`src/rtl/fpgnix_ddr_arb.sv`:
```
// fpgnix_ddr_arb: round-robin arbiter and sequencer that shares the SoC-DDR
// command/buffer interface between the GPP path (requester 0) and an
// accelerator (requester 1). Each granted transaction fills the 4-word
// buffer (store), issues the command, waits for status, drains the buffer
// (load), then pulses done back to the owner.
module fpgnix_ddr_arb #(
    parameter logic [15:0] TIMEOUT_CYC = 16'd50000,
    parameter int          BUF_WORDS   = 4
) (
    input  logic         clk,
    input  logic         sys_rst,
    input  logic [1:0]   req,
    input  logic [63:0]  req_cmd,
    input  logic [255:0] req_wdata,
    output logic [1:0]   gnt,
    output logic [1:0]   done,
    output logic [127:0] rsp_rdata,
    output logic [31:0]  rsp_status,
    output logic         rsp_err,
    output logic [31:0]  soc_ddr_cmd,
    output logic         soc_ddr_cmd_valid,
    input  logic [31:0]  soc_ddr_status,
    output logic [1:0]   soc_ddr_data_buf_idx,
    output logic         soc_ddr_buf_wr,
    output logic         soc_ddr_buf_rd,
    output logic [31:0]  soc_ddr_data_in,
    input  logic [31:0]  soc_ddr_data_out
);

    localparam logic [1:0] IDX_LAST = 2'(BUF_WORDS - 1);

    typedef enum logic [2:0] {
        S_IDLE,
        S_BUF_WR,
        S_CMD,
        S_GUARD,
        S_WAIT_STAT,
        S_BUF_RD,
        S_RD_LAST,
        S_DONE
    } state_t;

    state_t         state_q, state_d;
    logic           last_q;
    logic [1:0]     gnt_q;
    logic [31:0]    cmd_q;
    logic [127:0]   wdata_q;
    logic [1:0]     idx_q;
    logic [15:0]    tmo_q;
    logic [127:0]   rsp_rdata_q;
    logic [31:0]    rsp_status_q;
    logic           rsp_err_q;

    logic           accept;
    logic           pick;
    logic [31:0]    cmd_sel;
    logic [127:0]   wdata_sel;
    logic           stat_rdy;
    logic           tmo_hit;
    logic [1:0]     idx_m1;

    // Round-robin winner selection and helper decodes
    always_comb begin
        accept    = |req;
        // With both requesting, the one that did not win last time goes next
        pick      = (req == 2'b11) ? ~last_q : req[1];
        cmd_sel   = pick ? req_cmd[63:32] : req_cmd[31:0];
        wdata_sel = pick ? req_wdata[255:128] : req_wdata[127:0];
        stat_rdy  = (soc_ddr_status != 32'd0);
        tmo_hit   = (tmo_q == TIMEOUT_CYC - 16'd1);
        // Read data lags buf_rd by one cycle, so capture goes to idx-1
        idx_m1    = idx_q - 2'd1;
    end

    // FSM state register
    always_ff @(posedge clk) begin
        if (sys_rst) begin
            state_q <= S_IDLE;
        end else begin
            state_q <= state_d;
        end
    end

    // FSM next-state logic
    always_comb begin
        state_d = state_q;
        case (state_q)
            S_IDLE: begin
                if (accept) begin
                    state_d = cmd_sel[31] ? S_BUF_WR : S_CMD;
                end
            end
            S_BUF_WR: begin
                if (idx_q == IDX_LAST) begin
                    state_d = S_CMD;
                end
            end
            S_CMD:   state_d = S_GUARD;
            // Status is stale here: the DDR block clears it in reaction to cmd_valid
            S_GUARD: state_d = S_WAIT_STAT;
            S_WAIT_STAT: begin
                if (stat_rdy) begin
                    state_d = cmd_q[31] ? S_DONE : S_BUF_RD;
                end else if (tmo_hit) begin
                    state_d = S_DONE;
                end
            end
            S_BUF_RD: begin
                if (idx_q == IDX_LAST) begin
                    state_d = S_RD_LAST;
                end
            end
            S_RD_LAST: state_d = S_DONE;
            S_DONE:    state_d = S_IDLE;
            default:   state_d = S_IDLE;
        endcase
    end

    // FSM outputs decoded from the current state
    always_comb begin
        gnt                  = gnt_q;
        done                 = (state_q == S_DONE) ? gnt_q : 2'b00;
        rsp_rdata            = rsp_rdata_q;
        rsp_status           = rsp_status_q;
        rsp_err              = rsp_err_q;
        soc_ddr_cmd          = cmd_q;
        soc_ddr_cmd_valid    = (state_q == S_CMD);
        soc_ddr_buf_wr       = (state_q == S_BUF_WR);
        soc_ddr_buf_rd       = (state_q == S_BUF_RD);
        soc_ddr_data_buf_idx = ((state_q == S_BUF_WR) || (state_q == S_BUF_RD)) ? idx_q : 2'b00;
        soc_ddr_data_in      = (state_q == S_BUF_WR) ? wdata_q[{idx_q, 5'd0} +: 32] : 32'd0;
    end

    // Grant, command latch, counters and response registers
    always_ff @(posedge clk) begin
        if (sys_rst) begin
            last_q       <= 1'b1;
            gnt_q        <= 2'b00;
            cmd_q        <= 32'd0;
            idx_q        <= 2'd0;
            tmo_q        <= 16'd0;
            rsp_rdata_q  <= 128'd0;
            rsp_status_q <= 32'd0;
            rsp_err_q    <= 1'b0;
        end else begin
            case (state_q)
                S_IDLE: begin
                    if (accept) begin
                        last_q <= pick;
                        gnt_q  <= pick ? 2'b10 : 2'b01;
                        cmd_q  <= cmd_sel;
                        idx_q  <= 2'd0;
                        tmo_q  <= 16'd0;
                    end
                end
                S_BUF_WR: begin
                    idx_q <= idx_q + 2'd1;
                end
                S_WAIT_STAT: begin
                    if (stat_rdy) begin
                        rsp_status_q <= soc_ddr_status;
                        rsp_err_q    <= 1'b0;
                        idx_q        <= 2'd0;
                    end else if (tmo_hit) begin
                        rsp_status_q <= 32'd0;
                        rsp_err_q    <= 1'b1;
                    end else begin
                        tmo_q <= tmo_q + 16'd1;
                    end
                end
                S_BUF_RD: begin
                    idx_q <= idx_q + 2'd1;
                    if (idx_q != 2'd0) begin
                        rsp_rdata_q[{idx_m1, 5'd0} +: 32] <= soc_ddr_data_out;
                    end
                end
                S_RD_LAST: begin
                    rsp_rdata_q[127:96] <= soc_ddr_data_out;
                end
                S_DONE: begin
                    gnt_q <= 2'b00;
                end
                default: ;
            endcase
        end
    end

    // Store payload latch; only consumed in BUF_WR so it needs no reset
    always_ff @(posedge clk) begin
        if ((state_q == S_IDLE) && accept) begin
            wdata_q <= wdata_sel;
        end
    end

endmodule

```
`config.mk`:
```
export PLATFORM = sky130hd
export DESIGN_NAME = fpgnix_ddr_arb
export DESIGN_NICKNAME = d
export VERILOG_FILES = /design/src/rtl/fpgnix_ddr_arb.sv
export SDC_FILE = /design/constraint.sdc
export NUM_CORES = 1
export LEC_CHECK = 0
export BUFFER_PORTS_ARGS = -buffer_cell sky130_fd_sc_hd__buf_2
export CAP_MARGIN = 20
export CORE_AREA = 3 3 238 240
export CTS_CLUSTER_SIZE = 28
export DETAILED_ROUTE_END_ITERATION = 10
export DIE_AREA = 0 0 241 243
export PLACE_DENSITY = 0.48
export SETUP_SLACK_MARGIN = 0.1
export SYNTH_ARGS = -nofsm -noshare
export SYNTH_HDL_FRONTEND = slang
export SYNTH_SLANG_ARGS = --single-unit
```
`constraint.sdc`:
```
create_clock -name clk -period 18 [get_ports clk]
set_clock_uncertainty 0.05 [all_clocks]
set_input_delay 3.6 -clock clk [delete_from_list [all_inputs] [get_ports clk]]
set_output_delay 3.6 -clock clk [all_outputs]
set_load 0.02 [all_outputs]
```
==> summary.txt, run 1 <==
Synth
  • Post-Synthesis Cells: 1334
  • Yosys warnings: 0
  • Seq/Total Area, Yosys: 0.552
  • Synth Flop Type: dfxtp_1
  • FFs w/ async S/R, synth: 0
  • Post-Synthesis Net Count: about 1700
  • Synth top area cells: dfxtp_1, edfxtp_1, mux2_2, mux4_2, a21oi_1
  • Synth area leader: dfxtp_1
  • Yosys reg bits: 345
  • EDFF count, synth: approximately 130
  • Distinct cells, synth: 48
  • Post-Syn Area: around 0.015 mm2
  • Syn Area/Cell: approximately 11 um2
  • Area share of the largest cell type after synthesis: 0.293

Timing
  • Minimum clock period: approximately 6.3 ns
  • Number of setup violations in the final report: 0
  • Final period util: 0.348
  • Pins Over Slew Limit: 0
  • Final Hold Vio Count: 0
  • Hold_ws: 0.395 ns
  • Worst Tran Pin Value: roughly 1.2 ns
  • Fmax: about 160 MHz
  • Worst Slack Setup Final: around 12 ns
  • Final TNS setup: 0 ns
  • RSZ-0062 raised after global routing: false
  • Max_slew headroom: 0.202

CTS
  • Clock root cell: clkbuf_16
  • Inserted Clock Buffers: a little over 40
  • Post-CTS Resized: 0
  • TritonCTS clock tree: done
  • H-tree lvl count: 2
  • Clock Tree Buf Depth: 3
  • Clk slew on worst S/H paths: approximately 0.060 ns
  • Post-CTS Setup Bufs: 0
  • Worst-Skew Late Latency: between 0.5 and 0.6 ns
  • Total clock sinks: 345
  • Cts hold-fix bufs: 0

Floorplanning
  • Initial core utilization: 0.270
  • DIE HEIGHT: ~240 um
  • Row count: 86
  • Core Region: 0.0549 mm2
  • Die width: between 200 and 250 um
  • I/O Pins: around 620
  • Full die area: just under 0.06 mm2

Setup path
  • Setup crit end: soc_ddr_data_in[28]
  • Worst setup EP type: primary output
  • CP max FO: 32
  • Worst r2r dst: wdata_q[69]
  • R2R depth: 5
  • Critical Path Start Type: register
  • Crit path kind: reg2out
  • Arrival @ worst endpoint: 2.62 ns
  • Crit. Startpoint: idx_q[0]
  • Reg2reg start: state_q[0]
  • Worst reg2reg setup slack: 14.22 ns
  • Worst endpoint required time: around 14 ns

Finish
  • Final core occ: 0.363
  • Storage element area: between 0.008 and 0.009 mm2
  • Area occupied by multi-input gates: roughly 0.0062 mm2
  • Most frequent cells in the layout: buf_2, dfxtp_1, mux2_2, edfxtp_1
  • Commonest non-fill, non-tap cell in the layout: buf_2
  • Post-route cell area: 0.0199 mm2
  • Fin nets: between 2000 and 2500
  • Fillers: approximately 5500
  • Layout area overhead: 34.3%
  • Post-route insts no fill: ~2600
  • Share of cells above drive strength 1: 0.456

Pwr
  • Total power: 2.14 mW
  • Peak supply drop: around 0.06 mV
  • Power density over cell area: 107 mW/mm2
  • P_leak: 8.29 nW

Detailed routing
  • Vias: 12700
  • Initial DRC Count: between 500 and 600
  • Total iterations of the first detailed-routing run: 5
  • Met3 routed WL: around 4000 um
  • Total Wirelength: around 54000 um
  • Top Layer Used: met5
  • DR WL/cell: approximately 20 um
  • Post-detailed-route DRC marker count: 0
  • Via density per instance: between 4 and 5
  • Met1 WL: between 20000 and 25000 um
  • Met2 WL post-DR: approximately 27000 um
  • Post-DRT Antenna Nets: 0

Global route
  • GRT overflow: 0
  • Vias in the first global route: approximately 12000
  • Initial antenna violation count: 16
  • Largest net degree at the start of global routing: about 160
  • First-pass GRT wire length: around 77000 um
  • GRT Total Usage: 0.175

Placement
  • GP Congestion: between 0.8 and 0.9
  • Detail Placement HPWL: just under 40000 um
  • Placement Setup Slack: ~11 ns
  • Inst Count DP: around 2600
  • I/O Buffers: 621
  • Area post-placement: around 0.019 mm2

Worst hold path
  • Hold Crit Class: reg2reg

Job
  • Max cap viols: 0

Status
  • Run status: finished clean
-- cell usage after synthesis (4+ instances only) --
library cell,count
or4_1,8
ha_1,8
mux2_2,128
nor4_1,9
dfxtp_1,217
and3_1,35
mux2i_1,36
and2_1,8
clkbuf_1,78
buf_2,25
mux4_2,32
nand4_1,9
a22oi_1,66
a21oi_1,110
o21ai_0,7
nor2_1,112
edfxtp_1,128
a211oi_1,32
o31ai_1,9
or2_2,4
nand2_1,111
nor3_1,10
nand3_1,106
inv_1,8
buf_1,9
-- worst max-delay path, stage by stage (launching register included) --
cell	delay, ns
dfxtp_4	0.45
buf_4	0.59
mux4_2	0.62
and3_1	0.20
buf_2	0.18
-- cell type report --
type                    count  share of cell area
well taps                 704              0.0442
clock inverters            16              0.0107
repair buffers            642               0.165
flip-flops and latches    345               0.411
clock buffers              55              0.0562
inverters                   8             0.00176
diodes                      6            0.000754
multi-input cells         867               0.310
-- kinds of logic after synthesis --
| group | Yosys count | share of synthesized area |
|---|---|---|
| AND/OR/NAND/NOR | 426 | 0.136 |
| adder cells (fa/ha/maj) | 8 | 0.00675 |
| AO/OA/AOI/OAI | 236 | 0.100 |
| multiplexers | 196 | 0.170 |
| buffers and inverters | 122 | 0.0346 |
| flip-flops | 345 | 0.552 |
| XOR/XNOR | 1 | 0.000591 |
-- how the worst min path moves through the flow --
stage | from | endpoint | slack [ns] | cells past startpoint
after global routing | rsp_rdata[90] | rsp_rdata[90] | 0.41 | 2
after floorplan | tmo_q[15] | tmo_q[15] | 0.39 | 2
after global placement | rsp_rdata[15] | rsp_rdata[15] | 0.39 | 2
after CTS | rsp_rdata[42] | rsp_rdata[42] | 0.40 | 2
final | rsp_rdata[62] | rsp_rdata[62] | 0.40 | 2
after detailed placement | rsp_rdata[85] | rsp_rdata[85] | 0.39 | 2
-- where the power goes --
group	internal, mW	switching [mW]
Clock	0.495	0.332
Combinational	0.152	0.227
Sequential	0.901	0.0292
Total	1.55	0.588
-- sequential cells by signal, summed over array words and instances, names as in the netlist, 2 cells and up --
signal,cells
rsp_rdata,128
wdata_q,128
rsp_status,32
soc_ddr_cmd,32
tmo_q,16
state_q,3
gnt,2
idx_q,2
-- layer usage --
metal,up-vias,track usage
met3,81,0.0429
met5,-,0
met2,519,0.309
met4,6,0.0606
li1,6074,-
met1,5974,0.205
Note: power is estimated with default switching activity, not from simulation.
==> inputs of run 2 (changes only) <==
--- a/config.mk
+++ b/config.mk
@@ -7,10 +7,10 @@
 export LEC_CHECK = 0
 export BUFFER_PORTS_ARGS = -buffer_cell sky130_fd_sc_hd__buf_2
 export CAP_MARGIN = 20
-export CORE_AREA = 3 3 238 240
+export CORE_AREA = 3 3 244 246
 export CTS_CLUSTER_SIZE = 28
 export DETAILED_ROUTE_END_ITERATION = 10
-export DIE_AREA = 0 0 241 243
+export DIE_AREA = 0 0 247 249
 export PLACE_DENSITY = 0.48
 export SETUP_SLACK_MARGIN = 0.1
 export SYNTH_ARGS = -nofsm -noshare
==> constraint.sdc (replaced) <==
create_clock -name clk -period 5.7 [get_ports clk]
set_clock_uncertainty 0.05 [all_clocks]
set_input_delay 1.14 -clock clk [delete_from_list [all_inputs] [get_ports clk]]
set_output_delay 1.14 -clock clk [all_outputs]
set_load 0.02 [all_outputs]
==> summary.txt, run 2 (same netlist as run 1, synthesis figures left out) <==
Setup path
  • R2R depth: 7
  • Arrival @ worst endpoint: 2.55 ns
  • Worst setup EP type: primary output
  • CP max FO: 42
  • Worst endpoint required time: around 4.5 ns
  • Crit path kind: reg2out
  • Critical Path Start Type: register

Floorplanning
  • Row count: slightly below 90
  • DIE HEIGHT: approximately 250 um
  • I/O Pins: just over 600
  • Core Region: between 0.05 and 0.06 mm2
  • Full die area: a little over 0.06 mm2
  • Initial core utilization: 0.258
  • Die width: 247 um

Worst hold path
  • Hold Crit Class: reg2reg
  • WHS Path Cells: 2

Timing
  • Final period util: 0.656
  • Worst Tran Pin Value: around 0.97 ns
  • Pins Over Slew Limit: 0
  • Final TNS setup: 0 ns
  • Max_slew headroom: 0.349
  • Minimum clock period: around 3.7 ns
  • Number of setup violations in the final report: 0
  • RSZ-0062 raised after global routing: false
  • Fmax: roughly 270 MHz
  • Final Hold Vio Count: 0

Detailed routing
  • Post-DRT Antenna Nets: 0
  • Total iterations of the first detailed-routing run: 5
  • Total Wirelength: about 55000 um
  • DR WL/cell: roughly 20 um
  • Post-detailed-route DRC marker count: 0
  • Vias: between 10000 and 15000
  • Initial DRC Count: about 620
  • Via density per instance: roughly 4.7

Finish
  • Layout area overhead: 36.4%
  • Fin nets: between 2000 and 2500
  • Fillers: between 5000 and 6000
  • Share of cells above drive strength 1: 0.462
  • Area occupied by multi-input gates: slightly above 0.006 mm2
  • Commonest non-fill, non-tap cell in the layout: buf_2
  • Post-route insts no fill: roughly 2700
  • Final core occ: 0.351
  • Storage element area: 0.00819 mm2
  • Most frequent cells in the layout: buf_2, dfxtp_1, mux2_2, edfxtp_1

CTS
  • Clock Tree Buf Depth: 3
  • TritonCTS clock tree: done
  • Worst-Skew Late Latency: around 0.54 ns
  • Clock root cell: clkbuf_16
  • Inserted Clock Buffers: 41
  • Clk slew on worst S/H paths: ~0.06 ns
  • Total clock sinks: around 350
  • Post-CTS Setup Bufs: 0
  • Post-CTS Resized: 0
  • Cts hold-fix bufs: 0
  • H-tree lvl count: 2

Placement
  • GP Congestion: 0.909
  • Inst Count DP: 2635
  • Detail Placement HPWL: just over 40000 um
  • I/O Buffers: ~620

Pwr
  • Peak supply drop: approximately 0.15 mV
  • Total power: 6.90 mW
  • Power density over cell area: 341 mW/mm2
  • P_leak: roughly 8.4 nW

Global route
  • Largest net degree at the start of global routing: 160
  • Initial antenna violation count: 17
  • GRT Total Usage: 0.171
  • Vias in the first global route: approximately 13000
  • GRT overflow: 0
  • First-pass GRT wire length: around 80000 um

Status
  • Run status: finished clean

Job
  • Max cap viols: 0
==> run 2: cell count changes in the layout (fill, tap and decap cells not counted), moves of 2 or more <==
cell / before / now
clkbuf_16: 41 / 43
clkbuf_8: 4 / 6
buf_4: 19 / 23
clkbuf_1: 10 / 7
buf_12: 1 / 4
diode_2: 6 / 4
clkinv_8: 2 / 0
clkinvlp_4: 2 / 4
==> run 2: critical path: stages (launching register included) <==
cell,delay [ns]
dfxtp_4,0.90
mux4_2,0.66
and3_1,0.21
buf_2,0.17
==> run 2: cell type report <==
class | instances | share of cell area
Multi-Input combinational cell | 867 | 0.306
Antenna cell | 4 | 0.000495
Sequential cell | 345 | 0.405
Clock buffer | 56 | 0.0586
Inverter | 8 | 0.00173
Timing Repair Buffer | 651 | 0.169
Clock inverter | 20 | 0.0121
Tap cell | 765 | 0.0473
==> run 2: final timing paths <==
check / from / to / slack [ns]
setup reg to reg: idx_q[0] / rsp_rdata[19] / 2.32
hold reg to reg: rsp_rdata[25] / rsp_rdata[25] / 0.40
setup / recovery: idx_q[0] / soc_ddr_data_in[29] / 1.96
hold / removal: rsp_rdata[25] / rsp_rdata[25] / 0.40
==> run 2: per-stage QoR <==
step	worst slack, ns	cell area [um2]	hold slack, ns
3_5_place_dp	1.88	18800	0.391
3_3_place_gp	2.02	18700	0.386
5_1_grt	1.75	20200	0.414
6_report	1.96	20200	0.397
4_1_cts	1.81	20200	0.398
2_1_floorplan	0.162	14800	0.393
==> run 2: where the power goes <==
group	leakage, nW	switching [mW]	total, mW	internal, mW
combinational	4.73	0.711	1.20	0.493
clock	0.687	1.05	2.74	1.69
sequential	2.99	0.115	2.96	2.84
==> run 2: layer usage <==
metal | routed length, um | track usage | up-vias | share of wire
met2 | 28200 | 0.315 | 504 | 0.52
met4 | 1290 | 0.0421 | 10 | 0.024
met3 | 3480 | 0.0349 | 92 | 0.064
met1 | 21500 | 0.202 | 6144 | 0.39
met5 | 69 | 0 | - | 0.0013
li1 | - | - | 6106 | -
